--- config.mk ---
export PLATFORM = sky130hd
export DESIGN_NAME = ofm_wbuf
export DESIGN_NICKNAME = d
export VERILOG_FILES = /design/src/rtl/ofm_wbuf.sv
export SDC_FILE = /design/constraint.sdc
export NUM_CORES = 1
export LEC_CHECK = 0
export BUFFER_PORTS_ARGS = -buffer_cell sky130_fd_sc_hd__buf_2
export CELL_PAD_IN_SITES_DETAIL_PLACEMENT = 1
export CELL_PAD_IN_SITES_GLOBAL_PLACEMENT = 1
export CORE_MARGIN = 5
export CORE_UTILIZATION = 30
export DETAILED_ROUTE_END_ITERATION = 12
export HOLD_SLACK_MARGIN = 0.1
export PLACE_DENSITY_LB_ADDON = 0.1
export SETUP_SLACK_MARGIN = 0.3
export SLEW_MARGIN = 20
export SYNTH_ARGS = -nofsm -noshare
export SYNTH_HDL_FRONTEND = slang
export SYNTH_SLANG_ARGS = --single-unit
export TNS_END_PERCENT = 30
--- constraint.sdc ---
create_clock -name clk_i -period 5.5 [get_ports clk_i]
set_clock_uncertainty 0.05 [all_clocks]
set_input_delay 0.825 -clock clk_i [delete_from_list [all_inputs] [get_ports clk_i]]
set_output_delay 0.825 -clock clk_i [all_outputs]
set_load 0.02 [all_outputs]
--- src/rtl/ofm_wbuf.sv ---
// OFM buffer write controller: joins the DMA address and data streams and writes
// each beat into the OFM SRAM, either overwriting or accumulating lane-wise.
module ofm_wbuf #(
  parameter int DW = 144,
  parameter int AW = 11,
  parameter int EW = 16
) (
  input  logic          clk_i,
  input  logic          rst_i,
  input  logic          cfg_acc_i,
  input  logic [AW-1:0] addr_i,
  input  logic          addr_first_i,
  input  logic          addr_last_i,
  input  logic          addr_valid_i,
  output logic          addr_ready_o,
  input  logic [DW-1:0] data_i,
  input  logic          data_first_i,
  input  logic          data_last_i,
  input  logic          data_valid_i,
  output logic          data_ready_o,
  output logic          ram_re_o,
  output logic [AW-1:0] ram_raddr_o,
  input  logic [DW-1:0] ram_rdata_i,
  output logic          ram_we_o,
  output logic [AW-1:0] ram_waddr_o,
  output logic [DW-1:0] ram_wdata_o,
  output logic          done_valid_o,
  input  logic          done_ready_i,
  output logic [15:0]   done_cnt_o,
  output logic          err_o
);

  localparam int LANES = DW / EW;

  typedef enum logic [1:0] {IDLE, RUN, DONE_WAIT} state_e;

  state_e        state_q, state_d;
  logic          acc_q;
  logic          s2_valid_q;
  logic [AW-1:0] s2_addr_q;
  logic [DW-1:0] s2_data_q;
  logic          s2_last_q;
  logic          s2_acc_q;
  logic          fwd_q;
  logic [DW-1:0] fwd_data_q;
  logic [15:0]   beat_cnt_q, beat_cnt_d;
  logic [15:0]   done_cnt_q, done_cnt_d;
  logic          err_q;

  logic          block;
  logic          accept;
  logic          mode_s1;
  logic          fwd_d;
  logic [DW-1:0] old_data;
  logic [DW-1:0] sum_data;

  // A new frame may not start while the previous completion is still pending.
  always_comb begin
    block    = (state_q == DONE_WAIT) && addr_first_i;
    accept   = addr_valid_i && data_valid_i && !block;
    mode_s1  = addr_first_i ? cfg_acc_i : acc_q;
    ram_re_o = accept && mode_s1;
    ram_raddr_o = ram_re_o ? addr_i : '0;
    fwd_d    = ram_re_o && s2_valid_q && (s2_addr_q == addr_i);
  end

  assign addr_ready_o = accept;
  assign data_ready_o = accept;

  // The SRAM returns stale data on read-during-write, so a same-address
  // accumulate right behind a write takes the value just written instead.
  always_comb begin
    old_data = fwd_q ? fwd_data_q : ram_rdata_i;
    sum_data = '0;
    for (int i = 0; i < LANES; i++) begin
      sum_data[i*EW +: EW] = old_data[i*EW +: EW] + s2_data_q[i*EW +: EW];
    end
    ram_we_o    = s2_valid_q;
    ram_waddr_o = s2_valid_q ? s2_addr_q : '0;
    ram_wdata_o = '0;
    if (s2_valid_q) begin
      ram_wdata_o = s2_acc_q ? sum_data : s2_data_q;
    end
  end

  always_comb begin
    state_d    = state_q;
    beat_cnt_d = beat_cnt_q;
    done_cnt_d = done_cnt_q;
    if (s2_valid_q) begin
      if (s2_last_q) begin
        beat_cnt_d = '0;
        done_cnt_d = beat_cnt_q + 16'd1;
      end else begin
        beat_cnt_d = beat_cnt_q + 16'd1;
      end
    end
    case (state_q)
      IDLE:      if (accept) state_d = RUN;
      RUN:       state_d = RUN;
      DONE_WAIT: if (done_ready_i) state_d = accept ? RUN : IDLE;
      default:   state_d = IDLE;
    endcase
    // Writing the last beat always (re)arms completion, even over an acknowledge.
    if (s2_valid_q && s2_last_q) begin
      state_d = DONE_WAIT;
    end
  end

  always_ff @(posedge clk_i) begin
    if (rst_i) begin
      state_q    <= IDLE;
      acc_q      <= 1'b0;
      s2_valid_q <= 1'b0;
      s2_addr_q  <= '0;
      s2_data_q  <= '0;
      s2_last_q  <= 1'b0;
      s2_acc_q   <= 1'b0;
      fwd_q      <= 1'b0;
      fwd_data_q <= '0;
      beat_cnt_q <= '0;
      done_cnt_q <= '0;
      err_q      <= 1'b0;
    end else begin
      state_q    <= state_d;
      beat_cnt_q <= beat_cnt_d;
      done_cnt_q <= done_cnt_d;
      s2_valid_q <= accept;
      fwd_q      <= fwd_d;
      fwd_data_q <= ram_wdata_o;
      if (accept) begin
        s2_addr_q <= addr_i;
        s2_data_q <= data_i;
        s2_last_q <= addr_last_i;
        s2_acc_q  <= mode_s1;
        if (addr_first_i) begin
          acc_q <= cfg_acc_i;
        end
        if ((addr_first_i != data_first_i) || (addr_last_i != data_last_i)) begin
          err_q <= 1'b1;
        end
      end
    end
  end

  assign done_valid_o = (state_q == DONE_WAIT);
  assign done_cnt_o   = done_cnt_q;
  assign err_o        = err_q;

endmodule

==> key figures, run 1 <==
Final layout
  • Synth-to-layout area growth: 23.4%
  • Share of layout cells above drive strength 1: 24.8%
  • Area taken by multi-input logic gates: 0.0137 mm²
  • Fillers: 8550
  • Core Util, Final: 37.2%
  • Final instance area: 0.0260 mm²
  • Final std cells w/o fill: 4031
  • Most frequent cells in the layout: 493 x buf_2, 431 x nand2_1, 335 x dfxtp_1
  • Nets: 3505
  • Most common cell after layout, fill and taps aside: buf_2
  • FF+latch area: 0.00678 mm²

Run status
  • Status: finished, final reports clean

STA
  • Final period util: 92.7%
  • Max Transition Viols Final: 0
  • Slew @ Worst Pin: 0.933 ns
  • Setup TNS: 0 ns
  • Final Hold Fails: 0
  • Post-route minimum period: 5.10 ns
  • Final setup vio count: 0
  • Max Clk Rate: 196 MHz
  • Worst slew margin: 37.8%
  • RSZ-0062 raised after global routing: yes

Power
  • Internal power component: 4.61 mW
  • Leak pwr: 11.0 nW
  • Cell area power density: 248 mW/mm²
  • Worst vdd ir: 218 µV
  • Clock power frac: 43.3%
  • NetSw: 1.84 mW
  • Net switching fraction of the power: 28.6%
  • Register share of total power: 39.8%
  • Comb pwr share: 16.8%

Yosys
  • Mapped Nets: 3092
  • Synth top area share: 32.1%
  • Synth Area in XOR/XNOR: 5.15%
  • Unique masters post-synth: 71
  • Post-synthesis mux area share: 12.2%
  • Most area-consuming cells after synthesis: dfxtp_1 32%, ha_1 8.1%, nand2_1 7.7%
  • Register area share after synthesis: 32.1%
  • Adder-cell share of the synthesized area: 8.93%
  • Ys async rst share: 0%
  • Complex-gate fraction of the synthesized area: 17.2%
  • Primary FF master, synth: dfxtp_1
  • Largest area contributor in the netlist: dfxtp_1
  • Syn Std Cell Area: 0.0211 mm²
  • Synth Warn #: 0
  • Largest family of logic cells by synthesized area: simple AND/OR/NAND/NOR gates
  • Syn Inst Count: 2638
  • Yosys reg bits: 338
  • Syn avg cell area: 7.99 µm²
  • Post-synth EDFFs: 0
  • Post-synthesis simple-gate area fraction: 20.8%

Placed design
  • DPL Wire Length: 61200 µm
  • Gpl congestion: 0.834
  • Area after DPL: 0.0245 mm²
  • DP Cell Count: 3942
  • Port Buffer Count: 496

Clocking
  • Clk buf depth: 3
  • CTS tree: built
  • Clk slew on worst S/H paths: 0.05 ns
  • H-tree levels: 2
  • TritonCTS Buffers: 45
  • Num Clock Sinks: 338
  • Clock root cell: clkbuf_16
  • Clk_lat worst skew: 0.57 ns

Detailed routing
  • Routed vias: 20.7k
  • Final ANT Viol Nets: 0
  • Via density: 5.12
  • Initial drt markers: 745
  • TritonRoute pass-1 iters: 4
  • Final wirelength: 83700 µm
  • WL/cell: 20.8 µm
  • DRC errors left: 0

Critical path
  • Critical path class: flop to output pin
  • R2R depth: 12
  • R2r startpoint: fwd_q
  • R2r endpoint: fwd_data_q[30]
  • CP Max Fanout: 16
  • Critical path destination: ram_wdata_o[30]
  • Reg-to-reg slack, setup: 1.87 ns
  • Crit path launch type: flop
  • Worst EP required: 4.62 ns
  • Setup crit end kind: output pin
  • CP startpoint: fwd_q
  • CP Data Arrival Time: 4.22 ns

Floorplan
  • Die Area: 0.0757 mm²
  • Initial Util: 30.2%
  • Die height: 275 µm
  • # IOs: 497
  • Area of the core: 0.0699 mm²
  • Die Width: 275 µm
  • Row count: 97

GRT
  • Vias in the first global route: 22.0k
  • GRT Total Usage: 21.2%
  • Antenna violations before repair: 23
  • Grt ovf: 0
  • Pin count of the biggest net entering global routing: 158
  • First-pass GRT wire length: 127000 µm

Worst hold path
  • Hold Crit Class: flop to flop

Run
  • MaxCap Viol Count: 0
-- power by group through the flow --
| stage | Sequential (mW) | Clock (mW) | Combinational [mW] |
|---|---|---|---|
| floorplan | 2.60 | 0 | 0.727 |
| global route | 2.58 | 3.00 | 1.21 |
| CTS | 2.57 | 2.91 | 1.10 |
| finish | 2.57 | 2.80 | 1.09 |
| detailed placement | 2.63 | 0 | 1.09 |
| global placement | 2.62 | 0 | 1.06 |
-- timing repair --
action | in CTS | in global routing
buffers inserted | 0 | 2
endpoints found under the hold margin | 0 | 0
gates resized for setup | 6 | 20
hold buffers | 0 | 0
pin swaps | 0 | 2
setup endpoints to repair | 15 | 28
-- through the flow --
stage	worst slack [ns]	power, mW	hold slack [ns]
2_1_floorplan	0.502	3.33	0.398
4_1_cts	0.164	6.58	0.389
6_report	0.401	6.46	0.410
3_3_place_gp	0.653	3.69	0.389
3_5_place_dp	0.654	3.71	0.394
5_1_grt	0.200	6.79	0.409
-- worst min path at each step --
stage / start / end / slack, ns / depth (start not counted)
floorplan: s2_data_q[47] / s2_data_q[47] / 0.40 / 2
global placement: done_cnt_o[10] / done_cnt_o[10] / 0.39 / 1
detailed placement: done_cnt_o[10] / done_cnt_o[10] / 0.39 / 1
CTS: data_i[80] / s2_data_q[80] / 0.39 / 3
global route: data_i[65] / s2_data_q[65] / 0.41 / 3
finish: done_cnt_o[10] / done_cnt_o[10] / 0.41 / 1
-- kinds of logic after synthesis --
| family | Yosys count |
|---|---|
| AOI/OAI and AO/OA | 595 |
| buffers and inverters | 194 |
| adders and majority gates | 145 |
| muxes | 240 |
| and+or+nand+nor | 1002 |
| xor gates and xnor gates | 124 |
| DFF | 338 |
-- metal layers --
layer,vias to the layer above,wire length [µm],global-route usage [%]
li1,10100,-,-
met1,10100,35900,25.6
met2,369,41100,37.8
met3,109,4650,4.99
met4,16,1970,5.43
met5,-,106,0
-- critical path, stage by stage (launching register included) --
cell	delay [ns]
dfxtp_4	0.35
buf_4	0.11
buf_12	0.19
mux2_2	0.36
ha_1	0.22
fa_1	0.44
a21o_1	0.19
a2bb2oi_1	0.30
a21oi_1	0.19
a22oi_1	0.43
nor4b_1	0.11
a41o_1	0.25
o31a_1	0.31
buf_2	0.17
-- synth_stat cells (25+ instances only) --
library cell  number
a31oi_1           27
dfxtp_1          338
a21o_1            50
nor2_1           289
nand2_1          431
xor2_1            43
o21ai_0           66
nor2b_1           25
a21oi_1          299
inv_1             33
nor3_1            64
ha_1             136
nand3_1           40
mux2i_1          100
and2_1            44
clkbuf_1         122
xnor2_1           81
buf_1             30
mux2_2           140
a211oi_1          32
-- flip-flops by register name, indices dropped and copies added (netlist names), 2 cells and up --
name and flops:
fwd_data_q 144, state_q 2, beat_cnt_q 16, done_cnt_o 16
s2_data_q 144, s2_addr_q 11
-- final cells by class --
type	instances	share of cell area, %
Antenna cell	14	0.135
Clock buffer	68	5.13
Clock inverter	5	0.111
Inverter	34	0.534
Multi-Input combinational cell	2106	52.7
Sequential cell	338	26.1
Tap cell	940	4.52
Timing Repair Buffer	526	10.8
Power figures use the tool's default switching activity.
==> inputs of run 2 (changes only) <==
- CORE_ASPECT_RATIO: unset -> 0.5
==> run 2 against run 1 <==
- maximum frequency fell by 0.49%
- sequential cell count unchanged
- global-route usage down 0.76 points
- setup slack worse by 0.025 ns
- critical path depth is the same
- first-iteration DRC count down 16%
- die area rose by 0.42%
- via count shrank 1.7%
- non-clock buffer count increased by 8
- routed wire length is 4.2% lower
==> key figures, run 2 (same netlist as run 1, synthesis figures left out) <==
STA
  • Worst slew margin: 34.8%
  • Final period util: 93.2%
  • Max Transition Viols Final: 0
  • Final setup vio count: 0
  • Setup TNS: 0 ns
  • Final Hold Fails: 0
  • Max Clk Rate: 195 MHz
  • Slew @ Worst Pin: 0.978 ns
  • Post-route minimum period: 5.12 ns
  • RSZ-0062 raised after global routing: yes
  • Setup WS post-layout: 0.377 ns
  • Final Hold Slack: 0.399 ns

Power
  • Cell area power density: 247 mW/mm²
  • Overall Power: 6.41 mW
  • Worst vdd ir: 150 µV
  • Leak pwr: 11.0 nW

Clocking
  • Clock root cell: clkbuf_16
  • Clk buf depth: 3
  • Clk slew on worst S/H paths: 0.08 ns
  • H-tree levels: 2
  • CTS tree: built
  • Clk_lat worst skew: 0.56 ns
  • Post-CTS Hold Buffers: 0
  • TritonCTS Buffers: 38
  • Num Clock Sinks: 338

GRT
  • Vias in the first global route: 21.6k
  • GRT Total Usage: 20.4%
  • Gr busiest metal: met2
  • First-pass GRT wire length: 123000 µm
  • M1 GR Usage: 23.9%
  • Grt ovf: 0
  • Met2 usage: 38.9%
  • Met3 usage: 2.75%
  • Antenna violations before repair: 17
  • Pin count of the biggest net entering global routing: 129

Floorplan
  • Die height: 197 µm
  • Initial Util: 30.4%
  • Row count: 68
  • Die Area: 0.0760 mm²
  • Area of the core: 0.0693 mm²
  • Die Width: 385 µm
  • # IOs: 497

Detailed routing
  • Routed vias: 20.3k
  • Final ANT Viol Nets: 0
  • Via density: 5.03
  • WL/cell: 19.9 µm
  • Final wirelength: 80300 µm
  • Initial drt markers: 627
  • TritonRoute pass-1 iters: 4
  • DRC errors left: 0

Critical path
  • Critical path class: flop to output pin
  • Crit path launch type: flop
  • CP Data Arrival Time: 4.25 ns
  • CP Max Fanout: 7
  • Worst EP required: 4.62 ns
  • Setup crit end kind: output pin

Final layout
  • Most frequent cells in the layout: 495 x buf_2, 431 x nand2_1, 335 x dfxtp_1
  • Final instance area: 0.0260 mm²
  • Fillers: 8523
  • Regs by FF count: fwd_data_q x144, s2_data_q x144
  • Synth-to-layout area growth: 23.2%
  • Nets: 3506
  • FF+latch area: 0.00678 mm²
  • Area taken by multi-input logic gates: 0.0137 mm²
  • Most common cell after layout, fill and taps aside: buf_2
  • Final std cells w/o fill: 4037
  • Core Util, Final: 37.5%
  • Share of layout cells above drive strength 1: 24.9%

Placed design
  • DPL Wire Length: 58600 µm
  • Post-place setup slack: 0.569 ns
  • Gpl congestion: 0.797
  • Area after DPL: 0.0245 mm²
  • Port Buffer Count: 496
  • DP Cell Count: 3950

Run status
  • Status: finished, final reports clean

Run
  • MaxCap Viol Count: 0

Worst hold path
  • Hold Crit Class: flop to flop
run 2: cell types whose count changed in the layout (fill, tap and decap cells not counted), sizes merged, moves of 2 or more:
| cell | delta |
|---|---|
| diode | -3 |
| clkinv | +5 |
| buf | +10 |
| bufinv | +3 |
| clkinvlp | +2 |
| clkbuf | -15 |
run 2: cell type report:
class	count	share of cell area [%]
multi-input combinational	2106	52.6
clock buffer	55	4.46
antenna	11	0.106
sequential	338	26.1
inverter	34	0.535
clock inverter	14	0.593
tap	945	4.55
timing repair buffer	534	11.0
run 2: worst max-delay path, stage by stage (launching register included):
cell,delay [ns]
dfxtp_4,0.40
buf_4,0.18
buf_4,0.19
mux2_2,0.35
ha_1,0.22
fa_1,0.44
a21o_1,0.17
a21o_1,0.23
a2111oi_4,0.35
o32ai_2,0.17
o21a_1,0.23
or4b_1,0.48
nand3_1,0.08
buf_2,0.20
run 2: what timing repair did:
action | 4_1_cts | 5_1_grt
setup endpoints to repair | 18 | 23
pin swaps | 1 | 3
resized for setup | 3 | 11
buffers inserted | 6 | 1
gates cloned | 0 | 0
run 2: per-layer routing:
layer  share of wire, %  wire (µm)  vias to the layer above
met3                2.5       2000                      105
li1                   -          -                    10100
met1                 43      34100                     9899
met4                2.4       1910                        4
met2                 53      42200                      215
met5              0.034         27                        -
run 2: final timing paths:
check / slack [ns] / to / start / cells after the start
hold reg to reg: 0.40 / done_cnt_o[14] / done_cnt_o[14] / 2
hold / removal: 0.40 / done_cnt_o[14] / done_cnt_o[14] / 2
setup / recovery: 0.38 / ram_wdata_o[76] / fwd_q / 13
setup reg to reg: 1.86 / fwd_data_q[31] / fwd_q / 11
run 2: where the power goes:
part / switching, mW / internal [mW] / total [mW]
sequential: 0.0540 / 2.51 / 2.56
combinational: 0.636 / 0.449 / 1.09
clock: 1.16 / 1.61 / 2.76
